## config.mk

```make
export PLATFORM = sky130hd
export DESIGN_NAME = dna_pack
export DESIGN_NICKNAME = d
export VERILOG_FILES = /design/src/rtl/dna_pack.sv
export SDC_FILE = /design/constraint.sdc
export NUM_CORES = 1
export LEC_CHECK = 0
export ABC_AREA = 1
export CORE_ASPECT_RATIO = 1.25
export CORE_MARGIN = 2
export CORE_UTILIZATION = 52
export DETAILED_ROUTE_END_ITERATION = 8
export PLACE_DENSITY = 0.75
export SLEW_MARGIN = 20
export SYNTH_ARGS = -nofsm -noshare
export SYNTH_HDL_FRONTEND = slang
export SYNTH_SLANG_ARGS = --single-unit
```

## constraint.sdc

```tcl
create_clock -name clk -period 2.32 [get_ports clk]
set_input_delay 0.232 -clock clk [delete_from_list [all_inputs] [get_ports clk]]
set_output_delay 0.232 -clock clk [all_outputs]
set_load 0.03 [all_outputs]
```

## src/rtl/dna_pack.sv

```systemverilog
// Packs 2-bit nucleotide symbols MSB-first into 32-bit words, 16 symbols per word.
// Partial words are closed by sym_last, padded with PAD_SYM and tagged with their symbol count.
module dna_pack #(
  parameter logic [1:0] PAD_SYM = 2'b00
) (
  input  logic        clk,
  input  logic        rst_n,
  input  logic        sym_valid,
  output logic        sym_ready,
  input  logic [1:0]  sym_i,
  input  logic        sym_last,
  output logic        word_valid,
  input  logic        word_ready,
  output logic [31:0] word_o,
  output logic [4:0]  word_cnt,
  output logic        word_last
);

  logic [31:0] acc_q, acc_d;
  logic [4:0]  cnt_q, cnt_d;
  logic        pend_q, pend_d;
  logic        acc_last_q, acc_last_d;
  logic        word_valid_q, word_valid_d;
  logic [31:0] word_q, word_d;
  logic [4:0]  word_cnt_q, word_cnt_d;
  logic        word_last_q, word_last_d;

  logic        sym_fire;
  logic        out_free;
  logic        complete;
  logic [4:0]  cnt_inc;
  logic [31:0] ins_word;
  logic [31:0] done_word;

  assign sym_ready  = !pend_q;
  assign sym_fire   = sym_valid & sym_ready;
  assign out_free   = !word_valid_q | word_ready;
  assign cnt_inc    = cnt_q + 5'd1;
  assign complete   = sym_fire & ((cnt_inc == 5'd16) | sym_last);

  assign word_valid = word_valid_q;
  assign word_o     = word_q;
  assign word_cnt   = word_cnt_q;
  assign word_last  = word_last_q;

  // ins_word: accumulator with the incoming symbol in slot cnt.
  // done_word: same, with every slot at or beyond the new count replaced by padding.
  always_comb begin
    ins_word  = acc_q;
    done_word = '0;
    for (int i = 0; i < 16; i++) begin
      if (5'(i) == cnt_q) ins_word[31-2*i -: 2] = sym_i;
      done_word[31-2*i -: 2] = (5'(i) < cnt_inc) ? ins_word[31-2*i -: 2] : PAD_SYM;
    end
  end

  always_comb begin
    // NOTE: every next-state signal gets its hold value first, so no path leaves it unassigned and no latch is inferred.
    acc_d        = acc_q;
    cnt_d        = cnt_q;
    pend_d       = pend_q;
    acc_last_d   = acc_last_q;
    word_valid_d = word_valid_q & ~word_ready;
    word_d       = word_q;
    word_cnt_d   = word_cnt_q;
    word_last_d  = word_last_q;

    if (pend_q) begin
      if (out_free) begin
        word_valid_d = 1'b1;
        word_d       = acc_q;
        word_cnt_d   = cnt_q;
        word_last_d  = acc_last_q;
        acc_d        = '0;
        cnt_d        = '0;
        pend_d       = 1'b0;
        acc_last_d   = 1'b0;
      end
    end else if (complete) begin
      if (out_free) begin
        // Direct load keeps acceptance at one symbol per cycle.
        word_valid_d = 1'b1;
        word_d       = done_word;
        word_cnt_d   = cnt_inc;
        word_last_d  = sym_last;
        acc_d        = '0;
        cnt_d        = '0;
      end else begin
        acc_d      = done_word;
        cnt_d      = cnt_inc;
        pend_d     = 1'b1;
        acc_last_d = sym_last;
      end
    end else if (sym_fire) begin
      acc_d = ins_word;
      cnt_d = cnt_inc;
    end
  end

  // NOTE: the output registers are reset too, so word_o/word_cnt/word_last read zero immediately on rst_n.
  always_ff @(posedge clk or negedge rst_n) begin
    if (!rst_n) begin
      acc_q        <= '0;
      cnt_q        <= '0;
      pend_q       <= 1'b0;
      acc_last_q   <= 1'b0;
      word_valid_q <= 1'b0;
      word_q       <= '0;
      word_cnt_q   <= '0;
      word_last_q  <= 1'b0;
    end else begin
      // NOTE: non-blocking assignments so every register samples the pre-edge state.
      acc_q        <= acc_d;
      cnt_q        <= cnt_d;
      pend_q       <= pend_d;
      acc_last_q   <= acc_last_d;
      word_valid_q <= word_valid_d;
      word_q       <= word_d;
      word_cnt_q   <= word_cnt_d;
      word_last_q  <= word_last_d;
    end
  end

endmodule

```

== After elaboration in Yosys (flattened, before gate mapping) ==
Index checks and enable logic that the tools add are counted.
Storage, ports and cells
  memories kept: 0
  memory bits (read-only): 0
  input bits: 7
  memory bits (writable): 0
  register bits: 78
  bits in latches: 0
  word-level logic and storage cells: 121
  output and inout port bits: 40
Operators by class
  bitwise logic cells: 6
  muxes and demuxes: 64
  add/sub/neg operators: 1
  equal/unequal tests: 18
  order comparisons: 16
  multiply operators: 0
  shifts and indexed selects: 0
  div/mod/pow operators: 0
  reductions and logical operators: 8
Operators with widths (number)
  32-bit 2-to-1 mux: 9
  2-bit 2-to-1 mux: 32
  5-bit 2-to-1 mux: 9
  4-bit by 5-bit equality test with 1-bit output (first input constant): 8
  4-bit by 5-bit less-than comparator with 1-bit output (first input constant): 8
  3-bit by 5-bit equality test with 1-bit output (first input constant): 4
  3-bit by 5-bit less-than comparator with 1-bit output (first input constant): 4
  1-bit 2-to-1 mux: 14
  2-bit by 5-bit equality test with 1-bit output (first input constant): 2
  1-bit by 5-bit less-than comparator with 1-bit output (first input constant): 2
  2-bit by 5-bit less-than comparator with 1-bit output (first input constant): 2
  5-bit by 1-bit adder with 5-bit output (second input constant): 1
  1-bit by 5-bit equality test with 1-bit output (first input constant): 1
  5-bit equality test (second input constant): 1
  5-bit zero test: 1
  2-bit AND reduction: 2
  1-bit bitwise AND: 3
  3-bit AND reduction: 1
  3-bit nonzero test: 1
  1-bit zero test: 2
  2-bit by 1-bit != test with 1-bit output (second input constant): 1
  2-bit != test (second input constant): 1
  1-bit bitwise OR: 2
  2-bit nonzero test: 1
  1-bit NOT: 1

== Logic depth before layout (Yosys ltp) ==
Gate-level depths: netlist (run 1).
  depth in word-level cells: 6
  mapped depth: 16
  gate-level depth less buffers: 14

== Least setup slack after synthesis (run 1) ==
No wires, ideal clock.
  kind: register to register
  start point: reg cnt_q[1]
  end point: reg word_q[25] (netlist: word_o[25])
  clock period less this slack: 2206 ps
  arrival: 2089 ps
  setup time: 117 ps
  buffers on the path: 2
  required time: 2203 ps
  cell stages (with the launch flop): 17
  slack: 114 ps
  cells stage by stage: dfrtp_1 ha_1 inv_1 nor2_1 ha_1 inv_1 nand2_1 nor2_2 nand2_4 nand2_4 nand2_4 nand2_2 nand2_1 buf_6 buf_6 nand2_1 nand2_1
On the way
  longest elaborated chain between the ends: 6
  elaborated cells between the ends (all ways): 13
  classes of those cells: add/sub: 1; order compare: 1; eq/ne: 2; mux: 5; bitwise: 2; reduce/logical: 2
RTL lines
  start, declared: line 20  | logic [4:0] cnt_q, cnt_d;
  start signal, assigned: line 114  | cnt_q <= cnt_d;
  5-bit by 1-bit adder with 5-bit output / 2-bit by 5-bit equality test with 1-bit output (equally long branches): line 38, 52
  2-bit by 5-bit less-than comparator with 1-bit output, or another cell as far along: line 53  | done_word[31-2*i -: 2] = (5'(i) < cnt_inc) ? ins_word[31-2*i -: 2] : PAD_SYM;
  2-bit 2-to-1 mux / 1-bit bitwise OR (equally long branches): line 53, 39
  32-bit 2-to-1 mux / 1-bit bitwise AND (equally long branches): line 80, 39
  32-bit 2-to-1 mux / 2-bit nonzero test (equally long branches)
  32-bit 2-to-1 mux / 2-bit AND reduction (equally long branches)
  end signal, assigned: line 118  | word_q <= word_d;
  end, declared: line 24  | logic [31:0] word_q, word_d;
Parallel ways exist; a longest one is shown, timed or not. The select of a mux whose other input is x is not followed.
A chain may end at the register's enable or synchronous reset.

== Worst setup path in the final report (run 1) ==
  start point: reg cnt_q[0]
  end point: reg word_q[8] (netlist: word_o[8])
On the way
  longest elaborated chain between the ends: 6
  elaborated cells between the ends (all ways): 13
  classes of those cells: add/sub: 1; order compare: 1; eq/ne: 2; mux: 5; bitwise: 2; reduce/logical: 2
RTL lines (line)
  5-bit by 1-bit adder with 5-bit output / 4-bit by 5-bit equality test with 1-bit output (equally long branches): 38, 52
  4-bit by 5-bit less-than comparator with 1-bit output, or another cell as far along: 53
  2-bit 2-to-1 mux / 1-bit bitwise OR (equally long branches): 53, 39
  32-bit 2-to-1 mux / 1-bit bitwise AND (equally long branches): 80, 39
  32-bit 2-to-1 mux / 2-bit nonzero test (equally long branches)
  32-bit 2-to-1 mux / 2-bit AND reduction (equally long branches)
Parallel ways exist; a longest one is shown, timed or not. The select of a mux whose other input is x is not followed.

==> qor.log, run 1 <==
[layout] total number of nets in the final design 774
[power] Pwr Density 849 mW/mm^2
[layout] proportion of layout cells with a drive suffix above 1 0.0784
[sta] worst-margin pin slew 0.558 ns
[drt] 1st-iter DRT viols 310
[yosys] number of flops mapped to enable cells by yosys 0
[hold_path] classification of the worst-slack hold path in -> async
[sta] unrepaired setup endpoints after global routing false
[sta] Fin. Hold Viols 0
[floorplanning] total number of placement rows 38
[yosys] area of the mapped netlist 0.00467 mm^2
[layout] highest-count cells in the layout ignoring fill and taps nand2_1, dfrtp_1, inv_1
[clock_tree] Clock Tree Root clkbuf_8
[floorplanning] width of the die 88.7 um
[layout] area added between synthesis and finish 20.0%
[drt] Vias/cell 5.20
[setup_path] critical path data required time 2.58 ns
[global_routing] number of global-route vias before repair 4442
[drt] count of vias placed by the detailed router 4599
[power] Max IR drop VDD 0.000485 V
[placement] total half-perimeter wirelength after legalization and detailed placement 8880 um
[clock_tree] TritonCTS clock tree done
[clock_tree] clk slew on worst S/H paths 0.08 ns
[drt] # DRC 0
[global_routing] antenna violations before repair 0
[clock_tree] count of buffers added by post-CTS timing repair for setup 0
[yosys] synthesis warning total 0
[sta] minimum period implied by the final worst setup slack 2.17 ns
[sta] Finish-stage setup viols 0
[setup_path] flop2flop setup slack 0.15 ns
[yosys] commonest register cell after synthesis dfrtp_1
[run_status] result of the run complete, no violations
[sta] remaining max-slew budget at the tightest pin 0.627
[floorplanning] I/O pin total 47
[setup_path] nature of the critical path startpoint flop
[clock_tree] clock sink count 78
[setup_path] depth of the most critical reg-to-reg path 15
[placement] gpl congestion 0.902
[yosys] number of nets produced by synthesis 715
[yosys] sequential element share of the synthesized area 0.418
[global_routing] global route total overflow 0
[clock_tree] maximum number of buffers from clock root to sink 2
[sta] number of pins exceeding their max-slew limit in the final report 0
[layout] fill cell total of the finished layout 822
[sta] fraction of the cycle the final worst path needs 0.935
[global_routing] Global Route Usage Sum 0.273
[yosys] Yosys cell types 28
[drt] Detail Route Antenna Nets 0
[floorplanning] Std-Cell Core Area 0.00870 mm^2
[drt] post-DR wirelength/cell 14.6 um
[placement] Port Buffers 46
[layout] combined flip-flop and latch cell area 0.00195 mm^2
[sta] FMAX 0.461 GHz
[layout] most common cell after layout, fill and taps aside nand2_1
[floorplanning] height of the die 110 um
[drt] routed wire length 12900 um
[yosys] number of synthesized register bits 78
[clock_tree] total CTS buffers 9
[yosys] proportion of synthesized flip-flops having asynchronous set or reset 1.00
[floorplanning] starting utilization of the core area 0.536
[setup_path] R2R Path End word_o[8]$_DFFE_PN0P_
[layout] total area of multi-input combinational cells 0.00231 mm^2
[yosys] number of standard cells after synthesis 702
[clock_tree] clock insertion delay at the later pin of the skew report 0.37 ns
[setup_path] maximum fanout along the worst path 8
[yosys] Mapped Avg Cell Area 6.65 um^2
[setup_path] kind of end point of the critical path flop
[clock_tree] H-Tree Level Count 3
[drt] number of search-and-repair iterations in the first detailed-routing pass 5
[global_routing] first-pass GRT wire length 20500 um
[power] Leak Pwr 3.13 nW
[floorplanning] DIE AREA 0.00975 mm^2
[setup_path] worst reg2reg path startpoint cnt_q[0]$_DFFE_PN0P_
[sta] total negative setup slack 0 ns
[sta] Final Skew 0.00873 ns
[global_routing] largest net degree at the start of global routing 51
[layout] Diodes inserted 0
[setup_path] arrival time of data at the critical path endpoint 2.43 ns
[setup_path] critical path class reg -> reg
[layout] end-of-flow core utilization 0.644
[flow_run] total of max-cap violations 0
## critical path: stages (launching register included)
cell       delay [ns]
dfrtp_1          0.40
ha_2             0.20
inv_1            0.08
nor2_1           0.05
ha_1             0.28
inv_1            0.10
nand2_1          0.07
nor2_2           0.12
nand2_4          0.09
nand2_8          0.09
nand2_4          0.06
nand2_2          0.09
nand2_4          0.10
clkbuf_16        0.21
nand2_1          0.07
nand2_1          0.05
## metrics by stage
step / worst slack, ns / cells / instance area [um^2] / hold WS (ns) / total power, mW
after CTS: 0.0520 / 882 / 5500 / 0.371 / 4.69
after global placement: 0.154 / 866 / 5320 / 0.210 / 3.72
final: 0.152 / 885 / 5600 / 0.364 / 4.75
after floorplan: 0.114 / 702 / 4670 / -0.0636 / 3.10
after global routing: 0.0344 / 885 / 5600 / 0.417 / 5.08
after detailed placement: 0.0694 / 866 / 5320 / 0.222 / 3.77
## cell usage after synthesis (2+ instances only)
library cell	instances	area [um^2]
nand2_1	356	1340
dfrtp_1	78	1950
inv_1	62	233
nand3_1	60	300
o21ai_0	44	220
nor2_1	34	128
nand4_1	9	56.3
buf_2	8	40.0
clkbuf_1	8	30.0
buf_6	6	67.6
ha_1	6	75.1
buf_4	4	30.0
nand2_4	4	45.0
inv_2	3	11.3
and2_1	2	12.5
buf_1	2	7.51
clkinv_1	2	7.51
nand2_2	2	12.5
o21a_1	2	15.0
o22ai_1	2	12.5
## final cells by class
class,count,area share
clock buffers,14,0.0291
inverters,67,0.0449
well taps,120,0.0268
multi-input cells,529,0.413
repair buffers,76,0.137
clock inverters,1,0.000894
flip-flops and latches,78,0.349
## how the worst max path moves through the flow
stage,startpoint,end,slack [ns],cells after the start
floorplan,cnt_q[1]$_DFFE_PN0P_,word_o[25]$_DFFE_PN0P_,0.11,16
global placement,cnt_q[0]$_DFFE_PN0P_,word_o[24]$_DFFE_PN0P_,0.15,15
detailed placement,cnt_q[0]$_DFFE_PN0P_,word_o[20]$_DFFE_PN0P_,0.07,15
CTS,cnt_q[0]$_DFFE_PN0P_,word_o[13]$_DFFE_PN0P_,0.05,15
global route,cnt_q[0]$_DFFE_PN0P_,word_o[11]$_DFFE_PN0P_,0.03,15
finish,cnt_q[0]$_DFFE_PN0P_,word_o[8]$_DFFE_PN0P_,0.15,15
## per-layer routing
layer  up-vias  part of all wire  wire (um)  GRT usage
li1       2287                 -          -          -
met1      2124              0.44       5610      0.351
met2       154              0.48       6240      0.445
met3        34             0.046        589     0.0405
met4         0             0.034        443      0.130
met5         -                 0          0          0
## power by group
| part | internal (mW) | switching [mW] | leakage (nW) |
|---|---|---|---|
| registers | 1.58 | 0.136 | 1.07 |
| logic | 0.691 | 1.42 | 1.98 |
| clock network | 0.442 | 0.490 | 0.0865 |
## sequential cells by signal, indices dropped and copies added (netlist names)
| name | flops |
|---|---|
| acc_q | 32 |
| word_o | 32 |
| cnt_q | 5 |
| word_cnt | 5 |
| acc_last_q | 1 |
| pend_q | 1 |
| word_last | 1 |
| word_valid | 1 |
## cell families (layout without fill, tap and decap cells)
family          Yosys count  after routing  synth area share
simple gates            470            470             0.411
buf+inv                  95            158            0.0914
flops                    78             78             0.418
compound gates           52             52            0.0611
fa+ha+maj                 6              6            0.0161
xor+xnor                  1              1           0.00188
## what timing repair did
item,CTS,global route
hold buffers,1,0
setup endpoints to repair,0,52
hold endpoints to repair,35,0
gates resized for setup,0,10
Power figures use the tool's default switching activity.
==> run 2, diff against run 1 <==
Settings changed: HOLD_SLACK_MARGIN from default to 0.06.
==> results of run 2 <==
Same layout as run 1: the final DEF is identical, and so are final timing and power.
==> run 3, diff against run 2 <==
Settings changed: MAX_ROUTING_LAYER from default to met4.
==> qor.log, run 3 (synthesis results as in run 1) <==
[clock_tree] Clock Tree Root clkbuf_8
[power] clock group share of total power 0.207 [+0.011]
[run_status] result of the run complete, no violations
[setup_path] maximum fanout along the worst path 10 [+2]
[sta] FMAX 0.456 GHz [-1.1%]
[global_routing] number of global-route vias before repair 4437 [-0.11%]
[layout] Final Instance Count excl. Fillers 890 [+0.56%]
[clock_tree] clock sink count 78 [unchanged]
[sta] worst-margin pin slew 0.529 ns [-0.0289 ns]
[power] Pwr Density 871 mW/mm^2 [+2.6%]
[layout] Diodes inserted 0 [unchanged]
[sta] remaining max-slew budget at the tightest pin 0.647 [+0.0197]
[power] Leak Pwr 3.14 nW [+0.24%]
[drt] count of vias placed by the detailed router 4617 [+0.39%]
[sta] Final Skew 0.00722 ns [-0.00151 ns]
[power] Max IR drop VDD 0.000544 V [+12%]
[layout] fill cell total of the finished layout 786 [-4.4%]
[sta] unrepaired setup endpoints after global routing true
[clock_tree] total CTS buffers 9 [unchanged]
[power] internal portion of total power 2.81 mW [+3.5%]
[layout] area added between synthesis and finish 20.8%
[floorplanning] height of the die 110 um [unchanged]
[floorplanning] total number of placement rows 38 [unchanged]
[floorplanning] starting utilization of the core area 0.536 [unchanged]
[global_routing] Global Route Usage Sum 0.291 [+0.0188]
[power] net switching power 2.11 mW [+3.0%]
[setup_path] nature of the critical path startpoint flop
[sta] Setup WS post-layout 0.128 ns [-0.0238 ns]
[clock_tree] clock insertion delay at the later pin of the skew report 0.37 ns [about the same]
[drt] Detail Route Antenna Nets 0 [unchanged]
[floorplanning] DIE AREA 0.00975 mm^2 [unchanged]
[drt] Vias/cell 5.19 [-0.17%]
[power] combinational fraction of design power 0.445 [+0.002]
[placement] gpl congestion 0.950 [+5.3%]
[power] Total Power Consumption 4.91 mW [+3.3%]
[sta] Post-Route Hold Slack 0.350 ns [-0.0143 ns]
[drt] routed wire length 12800 um [-0.37%]
[placement] Inst Count DP 868 [+0.23%]
[setup_path] critical path class reg -> reg
[global_routing] global route total overflow 0 [unchanged]
[layout] total number of nets in the final design 778 [+0.52%]
[sta] minimum period implied by the final worst setup slack 2.19 ns [+0.0238 ns]
[power] switch share 0.429 [-0.00131]
[floorplanning] I/O pin total 47 [unchanged]
[drt] 1st-iter DRT viols 322 [+3.9%]
[clock_tree] H-Tree Level Count 3 [unchanged]
[sta] number of pins exceeding their max-slew limit in the final report 0 [unchanged]
[global_routing] antenna violations before repair 0 [unchanged]
[sta] Finish-stage setup viols 0 [unchanged]
[layout] most common cell after layout, fill and taps aside nand2_1
[sta] total negative setup slack 0 ns [unchanged]
[clock_tree] maximum number of buffers from clock root to sink 2 [unchanged]
[hold_path] classification of the worst-slack hold path in -> async
[sta] fraction of the cycle the final worst path needs 0.945 [+0.0103]
[floorplanning] width of the die 88.7 um [unchanged]
[setup_path] critical path data required time 2.58 ns [about the same]
[clock_tree] clk slew on worst S/H paths 0.08 ns [about the same]
[global_routing] first-pass GRT wire length 21100 um [+2.6%]
[placement] cell area reported after detailed placement 0.00533 mm^2 [+0.28%]
[setup_path] arrival time of data at the critical path endpoint 2.46 ns [+0.03 ns]
[placement] Placement Setup Slack 0.0730 ns [+0.00363 ns]
[global_routing] largest net degree at the start of global routing 51 [unchanged]
[drt] # DRC 0 [unchanged]
[floorplanning] Std-Cell Core Area 0.00870 mm^2 [unchanged]
[layout] end-of-flow core utilization 0.648 [+0.00446]
[sta] Fin. Hold Viols 0 [unchanged]
[clock_tree] TritonCTS clock tree done
[layout] Non-Filler Cell Area, Final 0.00564 mm^2 [+0.69%]
[flow_run] total of max-cap violations 0 [unchanged]
[setup_path] kind of end point of the critical path flop
[layout] proportion of layout cells with a drive suffix above 1 0.0870 [+0.00858]
[placement] total half-perimeter wirelength after legalization and detailed placement 9190 um [+3.5%]
[setup_path] depth of the most critical reg-to-reg path 15 [unchanged]
[drt] post-DR wirelength/cell 14.4 um [-0.93%]
[drt] number of search-and-repair iterations in the first detailed-routing pass 5 [unchanged]
[layout] highest-count cells in the layout ignoring fill and taps nand2_1, dfrtp_1, inv_1
[power] part of the power in registers 0.348 [-0.013]
[placement] Port Buffers 46 [unchanged]
run 3: changes by cell type in the layout (fill, tap and decap cells not counted), moves of 2 or more:
cell        change
clkbuf_8        -2
buf_4           +5
a21oi_2         -2
clkinvlp_4      +4
clkbuf_1        -2
run 3: worst paths after layout:
path                                               from                 endpoint  slack (ns)
worst max-delay path               cnt_q[0]$_DFFE_PN0P_   word_o[21]$_DFFE_PN0P_        0.13
worst min-delay path                              rst_n     acc_q[8]$_DFFE_PN0P_        0.35
worst max register to register     cnt_q[0]$_DFFE_PN0P_   word_o[21]$_DFFE_PN0P_        0.13
worst min register to register  word_cnt[2]$_DFFE_PN0P_  word_cnt[2]$_DFFE_PN0P_        0.47
max in group asynchronous                         rst_n    acc_q[18]$_DFFE_PN0P_        1.38
min in group clk                word_cnt[2]$_DFFE_PN0P_  word_cnt[2]$_DFFE_PN0P_        0.47
run 3: power by group through the flow:
stage | sequential (mW) | combinational [mW] | clock (mW)
floorplan | 1.94 | 1.16 | 0
global placement | 1.72 | 2.03 | 0
detailed placement | 1.74 | 2.07 | 0
CTS | 1.71 | 2.08 | 1.03
global route | 1.74 | 2.42 | 1.09
finish | 1.71 | 2.19 | 1.02
run 3: metal layers:
metal  vias up  share of wire  GRT usage
met5         -              0          -
met4         0          0.037      0.136
met3        33          0.057     0.0458
met2       167           0.48      0.465
met1      2125           0.43      0.361
li1       2292              -          -
run 3: cell type report:
cell class	instances	area, um^2	share of cell area
timing repair buffer	80	778	0.138
clock inverter	6	62.6	0.0111
sequential	78	1950	0.346
tap	120	150	0.0266
multi-input combinational	529	2310	0.410
clock buffer	10	128	0.0226
inverter	67	255	0.0453
run 3: repair_timing:
action,CTS,global route
hold buffers,1,0
buffers inserted,0,4
endpoints found under the hold margin,33,0
gates resized for setup,0,13
setup endpoints to repair,0,60
run 3: critical path, stage by stage, from the launching register on:
cell	delay (ns)
dfrtp_1	0.38
ha_1	0.22
inv_1	0.09
nor2_1	0.05
ha_1	0.28
inv_1	0.10
nand2_1	0.07
nor2_2	0.12
nand2_4	0.07
nand2_4	0.11
nand2_4	0.08
nand2_2	0.09
nand2_4	0.10
clkbuf_16	0.20
nand2_1	0.06
nand2_1	0.05
